<file path="config.mk">
export PLATFORM = sky130hd
export DESIGN_NAME = axis_fifo_rd_if
export DESIGN_NICKNAME = d
export VERILOG_FILES = /design/src/rtl/axis_fifo_pkg.sv /design/src/rtl/axis_fifo_rd_if_skid.sv /design/src/rtl/axis_fifo_rd_if.sv
export SDC_FILE = /design/constraint.sdc
export NUM_CORES = 1
export LEC_CHECK = 0
export CORE_ASPECT_RATIO = 2
export CORE_MARGIN = 5
export CORE_UTILIZATION = 40
export CTS_BUF_LIST = sky130_fd_sc_hd__clkbuf_16
export CTS_CLUSTER_SIZE = 24
export DETAILED_ROUTE_END_ITERATION = 8
export DONT_BUFFER_PORTS = 1
export SLEW_MARGIN = 30
export SYNTH_ARGS = -nofsm -noshare
export SYNTH_HDL_FRONTEND = slang
export SYNTH_SLANG_ARGS = --single-unit
</file>
<file path="constraint.sdc">
create_clock -name rd_clk -period 3.88 [get_ports rd_clk]
set_clock_uncertainty 0.15 [all_clocks]
set_input_delay 0.776 -clock rd_clk [delete_from_list [all_inputs] [get_ports rd_clk]]
set_output_delay 0.776 -clock rd_clk [all_outputs]
set_load 0.005 [all_outputs]
</file>
<file path="src/rtl/axis_fifo_pkg.sv">
// axis_fifo_pkg
// Shared definitions for the AXIS data FIFO read-side adapter.
//   occ_e        : occupancy of the two-entry output buffer (EMPTY/ONE/FULL)
//   axis_word_t  : FIFO word layout {tlast, tkeep, tdata} at the default widths
//   field offsets: bit positions of each field inside a FIFO word
package axis_fifo_pkg;

  localparam int AXIS_DATA_W = 32;
  localparam int AXIS_KEEP_W = AXIS_DATA_W / 8;
  localparam int AXIS_FIFO_W = AXIS_DATA_W + AXIS_KEEP_W + 1;

  // Field offsets for the default widths
  localparam int TDATA_LSB = 0;
  localparam int TKEEP_LSB = AXIS_DATA_W;
  localparam int TLAST_BIT = AXIS_DATA_W + AXIS_KEEP_W;

  typedef enum logic [1:0] {
    EMPTY = 2'd0,
    ONE   = 2'd1,
    FULL  = 2'd2
  } occ_e;

  typedef struct packed {
    logic                   tlast;
    logic [AXIS_KEEP_W-1:0] tkeep;
    logic [AXIS_DATA_W-1:0] tdata;
  } axis_word_t;

  // Word width implied by a given data/keep width
  function automatic int fifo_word_w(input int dw, input int kw);
    return dw + kw + 1;
  endfunction

endpackage

</file>
<file path="src/rtl/axis_fifo_rd_if_skid.sv">
// axis_skid_buf
// Two-register output buffer with occupancy FSM. 'main' always drives the
// outputs; 'skid' holds one spare word so the upstream pop never depends
// combinationally on downstream ready.
// Ports:
//   clk, rst_n   clock, asynchronous active-low reset
//   i_push       a word is written this cycle (must only be high when o_can_push)
//   i_data       word to write
//   o_can_push   buffer has room (occupancy != FULL)
//   o_valid      main holds a word
//   o_data       contents of main
//   i_ready      downstream ready
//   o_xfer       a word leaves main this cycle
module axis_skid_buf
  import axis_fifo_pkg::*;
#(
  parameter int WIDTH = AXIS_FIFO_W
) (
  input  logic             clk,
  input  logic             rst_n,
  input  logic             i_push,
  input  logic [WIDTH-1:0] i_data,
  output logic             o_can_push,
  output logic             o_valid,
  output logic [WIDTH-1:0] o_data,
  input  logic             i_ready,
  output logic             o_xfer
);

  occ_e             r_occ;
  occ_e             w_occ_next;
  logic [WIDTH-1:0] r_main;
  logic [WIDTH-1:0] r_skid;
  logic             w_xfer;
  logic             w_load_main_in;
  logic             w_load_main_skid;
  logic             w_load_skid;

  // Derived from registered state only, so no path from i_ready back to o_valid
  assign w_xfer = (r_occ != EMPTY) && i_ready;
  assign o_xfer = w_xfer;
  assign o_data = r_main;

  // State register
  always_ff @(posedge clk or negedge rst_n) begin
    if (!rst_n) begin
      r_occ <= EMPTY;
    end else begin
      r_occ <= w_occ_next;
    end
  end

  // Next-state logic
  always_comb begin
    w_occ_next = r_occ;
    unique case (r_occ)
      EMPTY: if (i_push) w_occ_next = ONE;
      ONE: begin
        if (i_push && !w_xfer)      w_occ_next = FULL;
        else if (!i_push && w_xfer) w_occ_next = EMPTY;
      end
      FULL:    if (w_xfer) w_occ_next = ONE;
      default: w_occ_next = EMPTY;
    endcase
  end

  // Output / datapath-control logic
  always_comb begin
    o_valid          = (r_occ != EMPTY);
    o_can_push       = (r_occ != FULL);
    w_load_main_in   = 1'b0;
    w_load_main_skid = 1'b0;
    w_load_skid      = 1'b0;
    unique case (r_occ)
      EMPTY: w_load_main_in = i_push;
      ONE: begin
        // Word leaving and word arriving together: replace main, no bubble
        w_load_main_in = i_push && w_xfer;
        w_load_skid    = i_push && !w_xfer;
      end
      FULL:    w_load_main_skid = w_xfer;
      default: ;
    endcase
  end

  always_ff @(posedge clk or negedge rst_n) begin
    if (!rst_n) begin
      r_main <= '0;
      r_skid <= '0;
    end else begin
      if (w_load_main_in)        r_main <= i_data;
      else if (w_load_main_skid) r_main <= r_skid;
      if (w_load_skid)           r_skid <= i_data;
    end
  end

endmodule

</file>
<file path="src/rtl/axis_fifo_rd_if.sv">
// axis_fifo_rd_if
// AXI-Stream master on the read side of the async AXIS data FIFO. Pops the
// show-ahead FIFO into a two-entry buffer and counts packets (tlast beats).
// Ports:
//   rd_clk, rd_rst_n   read clock, asynchronous active-low reset
//   fifo_rd_data       head-of-FIFO word {tlast, tkeep, tdata}
//   fifo_empty         FIFO empty flag
//   fifo_rd_en         pop request
//   m_axis_*           AXI4-Stream master
//   pkt_cnt            packets transferred since reset (wraps)
module axis_fifo_rd_if
  import axis_fifo_pkg::*;
#(
  parameter int DATA_WIDTH = 32,
  parameter int KEEP_WIDTH = DATA_WIDTH / 8,
  parameter int FIFO_WIDTH = DATA_WIDTH + KEEP_WIDTH + 1,
  parameter int PKT_CNT_W  = 16
) (
  input  logic                  rd_clk,
  input  logic                  rd_rst_n,
  input  logic [FIFO_WIDTH-1:0] fifo_rd_data,
  input  logic                  fifo_empty,
  output logic                  fifo_rd_en,
  output logic [DATA_WIDTH-1:0] m_axis_tdata,
  output logic [KEEP_WIDTH-1:0] m_axis_tkeep,
  output logic                  m_axis_tlast,
  output logic                  m_axis_tvalid,
  input  logic                  m_axis_tready,
  output logic [PKT_CNT_W-1:0]  pkt_cnt
);

  localparam int W_TKEEP_LSB = DATA_WIDTH;
  localparam int W_TLAST_BIT = DATA_WIDTH + KEEP_WIDTH;

  generate
    if (FIFO_WIDTH != fifo_word_w(DATA_WIDTH, KEEP_WIDTH)) begin : g_bad_fifo_width
      $error("axis_fifo_rd_if: FIFO_WIDTH must equal DATA_WIDTH+KEEP_WIDTH+1");
    end
    if ((DATA_WIDTH % 8) != 0) begin : g_bad_data_width
      $error("axis_fifo_rd_if: DATA_WIDTH must be a multiple of 8");
    end
  endgenerate

  logic                  w_can_push;
  logic                  w_xfer;
  logic [FIFO_WIDTH-1:0] w_out_word;
  logic [PKT_CNT_W-1:0]  r_pkt_cnt;

  assign fifo_rd_en = !fifo_empty && w_can_push;

  axis_skid_buf #(
    .WIDTH (FIFO_WIDTH)
  ) u_buf (
    .clk        (rd_clk),
    .rst_n      (rd_rst_n),
    .i_push     (fifo_rd_en),
    .i_data     (fifo_rd_data),
    .o_can_push (w_can_push),
    .o_valid    (m_axis_tvalid),
    .o_data     (w_out_word),
    .i_ready    (m_axis_tready),
    .o_xfer     (w_xfer)
  );

  assign m_axis_tdata = w_out_word[DATA_WIDTH-1:0];
  assign m_axis_tkeep = w_out_word[W_TLAST_BIT-1:W_TKEEP_LSB];
  assign m_axis_tlast = w_out_word[W_TLAST_BIT];

  always_ff @(posedge rd_clk or negedge rd_rst_n) begin
    if (!rd_rst_n) begin
      r_pkt_cnt <= '0;
    end else if (w_xfer && m_axis_tlast) begin
      r_pkt_cnt <= r_pkt_cnt + PKT_CNT_W'(1);
    end
  end

  assign pkt_cnt = r_pkt_cnt;

endmodule

</file>
==> results by stage, run 1 <==
Run status:
- The flow ran to the end, and the final reports show no timing, DRC or antenna violations.

Flow run:
- The tool flagged a number of max-cap violations equal to 0.

Min path:
- The path class of the lowest-slack min-delay path is in2async.

Timing:
- Timing would allow up to roughly 0.45 GHz.
- The final-report setup violation count is 0.
- Setup repair after global routing left no endpoint under its margin.
- For the pin with the worst max-slew slack, the measured transition is ~0.94 ns.
- The worst relative slew slack is between 30% and 40%.
- The max-slew violation total from the final report is 0.
- The hold violation count in the final report was 0.
- The ratio of final minimum period to clock period is 56.9%.
- Across all hold checks on the routed design, the worst slack comes to roughly 0.19 ns.
- The total negative setup slack is 0 ns.
- Subtracting the final worst setup slack from the clock period gives 2.21 ns.

Power:
- The switching power is between 700 and 800 uW.
- Sequential cells burn 54.9% of the power.
- Summed over all cells, the static leakage comes to 2.04 nW.
- The internal power is 1.92 mW.
- The clock share of power is ~29%.
- In this run the power density over the cells is about 620 nW/um^2.
- The share of power burned in combinational logic is 15.8%.
- In this run switching power makes up 27.9% of total power.
- VDD sags by at most 0.278 mV.
- Power comes to ~2.7 mW.

Clocking:
- The number of clock sinks is a little over 90.
- The clock input transition at the sequential cells of the worst setup and hold paths is 0.07 ns.
- The clock root buffer master is clkbuf_16.
- The CTS tree is yes.
- The number of setup buffers added after CTS is 0.
- The number of buffers on the longest clock path is 2.
- The total clock buffers created by CTS is 9.
- The number of levels in the clock H-tree is 3.
- At the later pin of the worst-skew pair, clock insertion delay measures ~0.33 ns.
- Gates resized during post-CTS repair numbered 0.

Detailed routing:
- The detailed-route wire length per cell is approximately 17 um.
- The number of detailed-route iterations in the first pass is 4.
- In this run, the number of DRC markers left after iteration 0 of detailed routing was 92.
- The count of nets left with antenna violations once routing finished came out at 0.
- The total DRC errors in the routed layout is 0.
- After detailed routing, the number of vias per cell comes to 5.03.
- The routed design has approximately 7500 um of wire.
- The via total after detailed routing is 2262.

Worst setup path:
- The type of element capturing the critical path is a flop.
- The critical path buffer and inverter count is 0.
- Across all register-to-register paths, the minimum setup slack is 1.67 ns.
- The required time reported for the critical path endpoint is 3.94 ns.
- The worst register-to-register path begins at u_buf.r_occ[0].
- The worst path arrival time is around 2.3 ns.
- The slowest library cell on the worst path is and2_2.
- The signal on the critical path passes through nor2b_1 > and2_2 > mux2_2.
- The worst register-to-register path ends at u_buf.r_skid[4].
- In this design, the stage delay of the slowest critical-path cell is between 0.8 and 0.9 ns.
- The largest fanout on the critical path is 37.
- The worst register-to-register path has a depth of 3.
- The critical path start-end classification is reg2reg.
- Among cell families on the critical path, the largest total delay comes from simple AND/OR/NAND/NOR gates.
- STA classifies the critical path startpoint as a flop.

Synth:
- The sequential-to-total area share from yosys stat is roughly three fifths.
- The dominant combinational cell family by area after synthesis is multiplexers.
- Of all flip-flops after synthesis, the portion carrying an async set or reset was between 90% and 100%.
- When the netlist entered floorplanning its net count stood at 358.
- The count of different cell masters after synthesis is 28.
- Synthesis produced a netlist whose cell count is roughly 320.
- The cell area after synthesis is about 3900 um^2.
- The synthesized netlist devotes 8.90% of its cell area to simple gates.
- Each instance of the synthesized netlist takes up on average roughly 12 um^2.
- The most used flip-flop cell after synthesis is dfrtp_1.
- The warning count from the yosys run is 0.
- Summing the areas of all fa, ha and maj instances in the mapped netlist gives 0.320% of the synthesized area.
- The multiplexer share of the synthesized area is 20.4%.
- Summing the areas of all xor and xnor instances in the mapped netlist gives 3.36% of the synthesized area.
- The flop and latch count out of synthesis is 92.
- The synthesized netlist devotes ~5.7% of its cell area to compound gates.
- The number of flops mapped to enable cells by yosys is 0.

Global routing:
- The number of global-route vias before repair is ~2300.
- The met3 track utilization from global routing is approximately 3.9%.
- The pin count of the biggest net entering global routing is 93.
- Global routing consumed, on the met2 layer, between 20% and 30% of the routing resources.
- The layer flagged by global routing as most heavily used is met2.
- The first global-routing pass estimated about 12000 um of wire.
- The overall overflow remaining after global route is 0.
- The initial antenna violation count is 0.
- For this run, the total global-route usage over all layers was measured as 13.2%.
- The met1 capacity usage during global routing is about 14%.

Placement:
- The final estimated routing congestion in global placement is 0.750.
- The number of port buffers is 0.
- The post-detailed-placement half-perimeter wirelength is between 5000 and 6000 um.

Floorplanning:
- The die extent in x is about 80 um.
- The die covers between 10000 and 15000 um^2.
- The floorplan has between 50 and 60 rows.
- For this configuration, the core starts out at a cell density of 40.6%.
- Measured along the y axis, the die boundary spans roughly 150 um.
- Pin placement for this block handled 96 I/O pins.
- The floorplan core area is around 9600 um^2.

Layout:
- The final layout contains 355 nets.
- The relative area change from synthesis to final layout is 9.93%.
- The repair_antennas step left the layout with diodes totalling 0.
- Of the cells placed in the final design, the portion with a size suffix greater than 1 is between 10% and 20%.
- The layout has a little under 900 filler cells.
- Measured on the finished design, the core utilization comes to between 40% and 50%.
- The leading cell type in the layout, fill and taps excluded is dfrtp_1.
- In the layout the commonest cells are dfrtp_1, nand2_1, mux2i_1.
[power by group through the flow]
| stage | Sequential, mW | Clock [mW] | Combinational [mW] |
|---|---|---|---|
| 3_5_place_dp | 1.49 | 0 | 0.408 |
| 6_report | 1.46 | 0.781 | 0.420 |
| 4_1_cts | 1.47 | 0.807 | 0.431 |
| 3_3_place_gp | 1.47 | 0 | 0.384 |
| 5_1_grt | 1.50 | 0.847 | 0.485 |
| 2_1_floorplan | 1.41 | 0 | 0.363 |
[layout make-up]
type                            count  area, um^2  share of cell area [%]
Clock buffer                        9         225                    5.24
Clock inverter                      7        42.5                   0.990
Inverter                            2        7.51                   0.175
Multi-Input combinational cell    206        1520                    35.3
Sequential cell                    92        2300                    53.6
Tap cell                          132         165                    3.85
Timing Repair Buffer                2        35.0                   0.816
[routing by layer]
layer	vias up	routed length [um]
met4	0	158
met1	1115	2630
met3	13	449
met5	-	0
met2	57	4220
li1	1077	-
[through the flow]
stage,cells,setup slack [ns],cell area [um^2]
after floorplan,316,1.68,3910
after global placement,433,1.39,4000
after detailed placement,433,1.36,4000
after CTS,450,1.64,4300
after global routing,450,1.54,4300
final,450,1.67,4300
[kinds of logic (layout without fill, tap and decap cells)]
family | Yosys count | count (layout)
flops | 92 | 92
mux | 75 | 75
simple gates | 74 | 74
compound gates | 41 | 41
buf+inv | 18 | 20
xor+xnor | 15 | 15
fa+ha+maj | 1 | 1
[cell usage after synthesis (2+ instances only)]
master    number  area (um^2)
nor2_1         9         33.8
mux2_2        37          417
inv_1          2         7.51
nand2_1       48          180
nand4_1        4         25.0
xnor2_1       12          105
and3_1         2         12.5
mux2i_1       38          380
or2_2          2         12.5
clkbuf_1       7         26.3
o21ai_0       37          185
xor2_1         3         26.3
dfrtp_1       92         2300
buf_2          3         15.0
buf_4          6         45.0
a21oi_1        2         10.0
[how the worst max path moves through the flow]
stage / slack [ns] / startpoint / endpoint / cells after the start
floorplan: 1.68 / m_axis_tready / u_buf.r_skid[10] / 6
global placement: 1.39 / m_axis_tready / u_buf.r_skid[11] / 3
detailed placement: 1.36 / m_axis_tready / u_buf.r_skid[10] / 3
CTS: 1.64 / u_buf.r_occ[0] / u_buf.r_skid[6] / 3
global route: 1.54 / u_buf.r_occ[0] / u_buf.r_skid[16] / 3
finish: 1.67 / u_buf.r_occ[0] / u_buf.r_skid[4] / 3
[timing repair]
| item | in CTS | in global routing |
|---|---|---|
| setup endpoints to repair | 0 | 0 |
| hold buffers | 1 | 0 |
| endpoints found under the hold margin | 92 | 0 |
[sequential cells by signal, summed over array words and instances (netlist names)]
name,flops
pkt_cnt,16
u_buf.o_data,37
u_buf.r_skid,37
u_buf.r_occ,2
Power figures use the tool's default switching activity.
==> inputs of run 2 (changes only) <==
==> constraint.sdc (replaced) <==
create_clock -name rd_clk -period 1.85 [get_ports rd_clk]
set_clock_uncertainty 0.15 [all_clocks]
set_input_delay 0.37 -clock rd_clk [delete_from_list [all_inputs] [get_ports rd_clk]]
set_output_delay 0.37 -clock rd_clk [all_outputs]
set_load 0.005 [all_outputs]
==> results by stage, run 2 (same netlist as run 1, synthesis figures left out) <==
Run status:
- Outcome: complete, but fails checks (was finished clean).
- The checks that failed: hold timing.

Placement:
- The cell count after placement was 446 (was 433).
- The post-detailed-placement half-perimeter wirelength is 5400 um (was 5150 um).
- The placed cell area is 4160 um^2 (was 4000 um^2).
- The number of port buffers is 0 (unchanged).
- The final estimated routing congestion in global placement is 0.766 (was 0.750).
- The worst setup timing slack at the placement stage came to 0.0914 ns (was 1.36 ns).

Detailed routing:
- The detailed-route wire length per cell is 16.3 um (was 16.6 um).
- The sum of routed wire segments on met1 was 2950 um (was 2630 um).
- The highest signal layer in the routed design is met4 (unchanged).
- The routed wire length on met3 came to 413 um (was 449 um).
- The total DRC errors in the routed layout is 0 (unchanged).
- The remaining number of nets flagged by the antenna check after routing came to 0 (unchanged).
- The met2 routed wirelength was 4490 um (was 4220 um).
- The number of detailed-route iterations in the first pass is 4 (unchanged).
- The total length of routed wires was 8000 um (was 7460 um).
- The number of vias per cell is 4.84 (was 5.03).
- The number of DRC violations after detailed-routing iteration 0 is 119 (was 92).
- The via total after detailed routing is 2379 (was 2262).

Clocking:
- The number of levels in the clock H-tree is 3 (unchanged).
- The number of clock sinks is 92 (unchanged).
- The number of buffers inserted by post-CTS setup repair is 0 (unchanged).
- The clock input transition at the sequential cells of the worst setup and hold paths is 0.07 ns (about the same).
- The number of buffers on the longest clock path is 2 (unchanged).
- The insertion delay of the later-clocked pin in the worst-skew pair is 0.34 ns (was 0.33 ns).
- The hold buffer count at CTS is 30 (was 1).
- The total clock buffers created by CTS is 9 (unchanged).
- The CTS tree was yes (unchanged).
- The clock root buffer master is clkbuf_16 (unchanged).

Floorplanning:
- The initial core utilization is 40.6% (unchanged).
- The number of placement rows is 51 (unchanged).
- The die area was 12000 um^2 (unchanged).
- The die extent in x is 79.9 um (unchanged).
- The die height is 150 um (unchanged).
- The I/O pin count came to 96 (unchanged).
- The floorplan core area is 9640 um^2 (unchanged).

Layout:
- The total inserted antenna cells is 0 (unchanged).
- The relative area change from synthesis to final layout is 21.9% (was 9.93%).
- The fraction of layout cells with a size suffix above 1 came to 20.8% (was 19.5%).
- The final layout net count is 397 (was 355).
- The filler cell count is 841 (was 879).
- Most used cells in the layout excluding fill and tap cells: dfrtp_1, nand2_1, mux2i_1 (unchanged).
- The fraction of the core area covered by cells at the end of the flow is 49.4% (was 44.6%).
- The number of non-filler instances in the completed layout came to 492 (was 450).
- The leading cell type in the layout, fill and taps excluded was dfrtp_1 (unchanged).
- The final standard cell area without fillers is 4760 um^2 (was 4300 um^2).

Timing:
- The final-report setup violation count is 0 (unchanged).
- The total negative setup slack came to 0 ns (unchanged).
- The final critical path time including I/O delays and setup was 1.78 ns (was 2.21 ns).
- The worst relative slew slack was 81.8% (was 37.4%).
- The measured slew at the worst slew-check pin is 0.271 ns (was 0.939 ns).
- The hold slack was -0.423 ns (was 0.191 ns).
- The maximum clock rate came to 0.561 GHz (was 0.453 GHz).
- The minimum setup slack in the final design is 0.0677 ns (was 1.67 ns).
- The ratio of final minimum period to clock period is 96.3% (was 56.9%).
- RSZ-0062 raised after global routing: no (unchanged).
- The hold violation count in the final report is 92 (was 0).
- The max-slew violation total from the final report is 0 (unchanged).

Worst setup path:
- The critical path start-end classification is reg2reg (unchanged).
- The worst path arrival time is 1.85 ns (was 2.27 ns).
- The largest fanout on the critical path was 18 (was 37).
- The type of element capturing the critical path is a flop (unchanged).
- The kind of start point of the critical path is a flop (unchanged).
- The required time reported for the critical path endpoint came to 1.91 ns (was 3.94 ns).

Flow run:
- The number of violations of the max-capacitance limit is 0 (unchanged).

Global routing:
- The number of global-route vias before repair came to 2627 (was 2344).
- The overall routing resource usage came to 14.4% (was 13.2%).
- The global-route wire length before repair came to 13200 um (was 12200 um).
- The initial antenna violation count is 0 (unchanged).
- The pin count of the biggest net entering global routing was 93 (unchanged).
- The overall overflow remaining after global route is 0 (unchanged).

Min path:
- The path class of the lowest-slack min-delay path is in2async (unchanged).

Power:
- The power density over the cells was 1230 nW/um^2 (was 620 nW/um^2).
- The power after layout is 5.88 mW (was 2.66 mW).
- The largest voltage drop on the vdd net is 0.896 mV (was 0.278 mV).
- The cell leakage power is 2.25 nW (was 2.04 nW).
## run 2: cell count changes in the layout (fill, tap and decap cells not counted), sizes merged
cell         before  now
dlygate4sd3       0   30
buf               2   14
clkinv            4    2
bufinv            0    1
inv               4    5
## run 2: power breakdown
part	internal [mW]	switching [mW]
clock	1.06	0.772
combinational	0.618	0.414
sequential	2.62	0.401
## run 2: repair_timing
item	in CTS	in global routing
hold endpoints to repair	122	92
gates resized for setup	0	0
setup endpoints to repair	0	0
## run 2: critical path: stages, from the launching register on
cell	delay, ns
dfrtp_1	0.46
nor2b_1	0.26
and2_2	0.26
buf_12	0.17
mux2_2	0.34
## run 2: final timing paths
check / startpoint / to / slack (ns) / cells past startpoint
max in group asynchronous: rd_rst_n / u_buf.o_data[36] / 1.79 / 0
max reg2reg: u_buf.r_occ[0] / u_buf.r_skid[9] / 0.07 / 4
max: u_buf.r_occ[0] / u_buf.r_skid[9] / 0.07 / 4
min: rd_rst_n / pkt_cnt[10] / -0.42 / 0
min in group rd_clk: fifo_rd_data[23] / u_buf.o_data[23] / 0.01 / 2
min reg2reg: pkt_cnt[15] / pkt_cnt[15] / 0.35 / 1
## run 2: metal layers
| layer | GRT usage, % | up-vias |
|---|---|---|
| met5 | 0 | - |
| met4 | 6.35 | 0 |
| met3 | 3.43 | 8 |
| met2 | 26.0 | 51 |
| met1 | 15.7 | 1158 |
| li1 | - | 1162 |
## run 2: final cells by class
cell class                 instances  area, um^2  share of cell area [%]
clock inverter                     7        76.3                    1.60
timing repair buffer              44         468                    9.83
inverter                           2        7.51                   0.158
multi-input combinational        206        1520                    31.9
clock buffer                       9         225                    4.73
sequential                        92        2300                    48.3
tap                              132         165                    3.47
==> inputs of run 3 (changes only) <==
--- a/config.mk
+++ b/config.mk
@@ -12,6 +12,7 @@
 export CTS_CLUSTER_SIZE = 24
 export DETAILED_ROUTE_END_ITERATION = 8
 export DONT_BUFFER_PORTS = 1
+export SKIP_CTS_REPAIR_TIMING = 1
 export SLEW_MARGIN = 30
 export SYNTH_ARGS = -nofsm -noshare
 export SYNTH_HDL_FRONTEND = slang
==> constraint.sdc (replaced) <==
create_clock -name rd_clk -period 1.85 [get_ports rd_clk]
set_clock_uncertainty 0.15 [all_clocks]
set_input_delay 0.185 -clock rd_clk [delete_from_list [all_inputs] [get_ports rd_clk]]
set_output_delay 0.185 -clock rd_clk [all_outputs]
set_load 0.005 [all_outputs]
==> results by stage, run 3 (same netlist as run 1, synthesis figures left out) <==
Layout:
- The leading cell type in the layout, fill and taps excluded was dfrtp_1 (unchanged).
- The final layout net count is 407 (was 397).
- The fraction of layout cells with a size suffix above 1 is 20.3% (was 20.8%).
- The fraction of the core area covered by cells at the end of the flow is 50.5% (was 49.4%).
- The total inserted antenna cells is 0 (unchanged).
- Most used cells in the layout excluding fill and tap cells: dfrtp_1, nand2_1, dlygate4sd3_1 (was dfrtp_1, nand2_1, mux2i_1).
- The relative area change from synthesis to final layout was 24.4% (was 21.9%).

Clocking:
- The number of clock sinks is 92 (unchanged).
- The number of buffers on the longest clock path came to 2 (unchanged).
- The clock input transition at the sequential cells of the worst setup and hold paths came to 0.07 ns (about the same).
- The number of levels in the clock H-tree is 3 (unchanged).
- The total clock buffers created by CTS is 9 (unchanged).
- The CTS tree is yes (unchanged).
- The clock root buffer master is clkbuf_16 (unchanged).
- The insertion delay of the later-clocked pin in the worst-skew pair came to 0.34 ns (about the same).

Worst setup path:
- The worst path arrival time was 1.84 ns (was 1.85 ns).
- The peak per-stage delay on the critical path is 0.45 ns (was 0.46 ns).
- The critical path start-end classification is reg2reg (unchanged).
- The type of element capturing the critical path is a flop (unchanged).
- The dominant delay contributor by cell family on the critical path is simple AND/OR/NAND/NOR gates (unchanged).
- The slowest library cell on the worst path is dfrtp_1 (unchanged).
- The kind of start point of the critical path is a flop (unchanged).
- Cell-by-cell trace of the critical path: nor2b_1 > and2_2 > buf_12 > mux2_2 (unchanged).
- The critical path buffer and inverter count is 1 (unchanged).
- The largest fanout on the critical path was 18 (unchanged).
- The required time reported for the critical path endpoint was 1.92 ns (was 1.91 ns).

Floorplanning:
- The number of placement rows is 51 (unchanged).
- The die height is 150 um (unchanged).
- The die area came to 12000 um^2 (unchanged).
- The floorplan core area is 9640 um^2 (unchanged).
- The die extent in x is 79.9 um (unchanged).
- The initial core utilization is 40.6% (unchanged).
- The I/O pin count is 96 (unchanged).

Timing:
- The max-slew violation total from the final report is 0 (unchanged).
- The worst relative slew slack is 81.8% (about the same).
- The hold violation count in the final report is 92 (unchanged).
- RSZ-0062 raised after global routing: no (unchanged).
- The maximum clock rate came to 0.563 GHz (was 0.561 GHz).
- The measured slew at the worst slew-check pin is 0.271 ns (about the same).
- The total negative setup slack came to 0 ns (unchanged).
- The final-report setup violation count came to 0 (unchanged).
- The final critical path time including I/O delays and setup was 1.78 ns (about the same).
- The hold slack was -0.606 ns (was -0.423 ns).
- The ratio of final minimum period to clock period came to 96.0% (was 96.3%).

Placement:
- The final estimated routing congestion in global placement was 0.766 (unchanged).
- The number of port buffers is 0 (unchanged).
- The post-detailed-placement half-perimeter wirelength is 5400 um (unchanged).

Power:
- The cell leakage power came to 2.30 nW (was 2.25 nW).
- The largest voltage drop on the vdd net was 0.889 mV (was 0.896 mV).
- The power density over the cells is 1220 nW/um^2 (was 1230 nW/um^2).

Global routing:
- The number of global-route vias before repair is 2455 (was 2627).
- The pin count of the biggest net entering global routing came to 93 (unchanged).
- The overall routing resource usage is 13.6% (was 14.4%).
- The initial antenna violation count is 0 (unchanged).
- The overall overflow remaining after global route is 0 (unchanged).
- The global-route wire length before repair is 12400 um (was 13200 um).

Detailed routing:
- The detailed-route wire length per cell is 15.8 um (was 16.3 um).
- The total length of routed wires was 7950 um (was 8000 um).
- The total DRC errors in the routed layout was 0 (unchanged).
- The number of DRC violations after detailed-routing iteration 0 came to 115 (was 119).
- The met2 routed wirelength is 4470 um (was 4490 um).
- The remaining number of nets flagged by the antenna check after routing came to 0 (unchanged).
- The routed wire length on met3 came to 371 um (was 413 um).
- The number of detailed-route iterations in the first pass was 4 (unchanged).
- The via total after detailed routing was 2435 (was 2379).
- The sum of routed wire segments on met1 is 2960 um (was 2950 um).
- The number of vias per cell is 4.85 (was 4.84).
- The highest signal layer in the routed design is met4 (unchanged).

Run status:
- Outcome: complete, but fails checks (unchanged).
- Violations in the final reports: hold timing (unchanged).

Flow run:
- The number of violations of the max-capacitance limit is 0 (unchanged).

Min path:
- The path class of the lowest-slack min-delay path is in2async (unchanged).
-- run 3: final cells by class --
type | count | area [um^2]
repair buffers | 54 | 568
well taps | 132 | 165
fillers | 833 | 4770
clock buffers | 9 | 225
flip-flops and latches | 92 | 2300
clock inverters | 7 | 76.3
inverters | 2 | 7.51
multi-input cells | 206 | 1520
-- run 3: worst paths after layout --
path,start,cells after the start,to,slack [ns]
min in group rd_clk,m_axis_tready,3,u_buf.r_occ[0],0.04
max in group asynchronous,rd_rst_n,0,u_buf.o_data[36],1.96
max,u_buf.r_occ[0],4,u_buf.r_skid[9],0.07
min,rd_rst_n,0,pkt_cnt[2],-0.61
max reg2reg,u_buf.r_occ[0],4,u_buf.r_skid[9],0.07
min reg2reg,pkt_cnt[15],1,pkt_cnt[15],0.35
-- run 3: power breakdown --
| part | total, mW | leakage (nW) | switching (mW) | internal [mW] |
|---|---|---|---|---|
| sequential | 3.02 | 1.12 | 0.405 | 2.62 |
| combinational | 1.06 | 1.02 | 0.431 | 0.632 |
| clock | 1.83 | 0.148 | 0.771 | 1.06 |
| total | 5.91 | 2.30 | 1.61 | 4.31 |
-- run 3: metrics by stage --
stage | instance area (um^2) | hold slack, ns | cells | setup WS (ns) | power [mW]
final | 4860 | -0.606 | 502 | 0.0736 | 5.91
after global routing | 4860 | -0.625 | 502 | 0.00260 | 6.28
after CTS | 4460 | -0.630 | 462 | 0.0608 | 5.92
after detailed placement | 4160 | -0.259 | 446 | 0.0914 | 4.07
after global placement | 4160 | -0.258 | 446 | 0.152 | 4.00
after floorplan | 3910 | -0.261 | 316 | 0.134 | 3.72
-- run 3: per-layer routing --
metal  up-vias  GRT usage, %
li1       1185             -
met1      1191          14.8
met2        51          23.9
met3         8          3.98
met4         0          6.35
met5         -             0
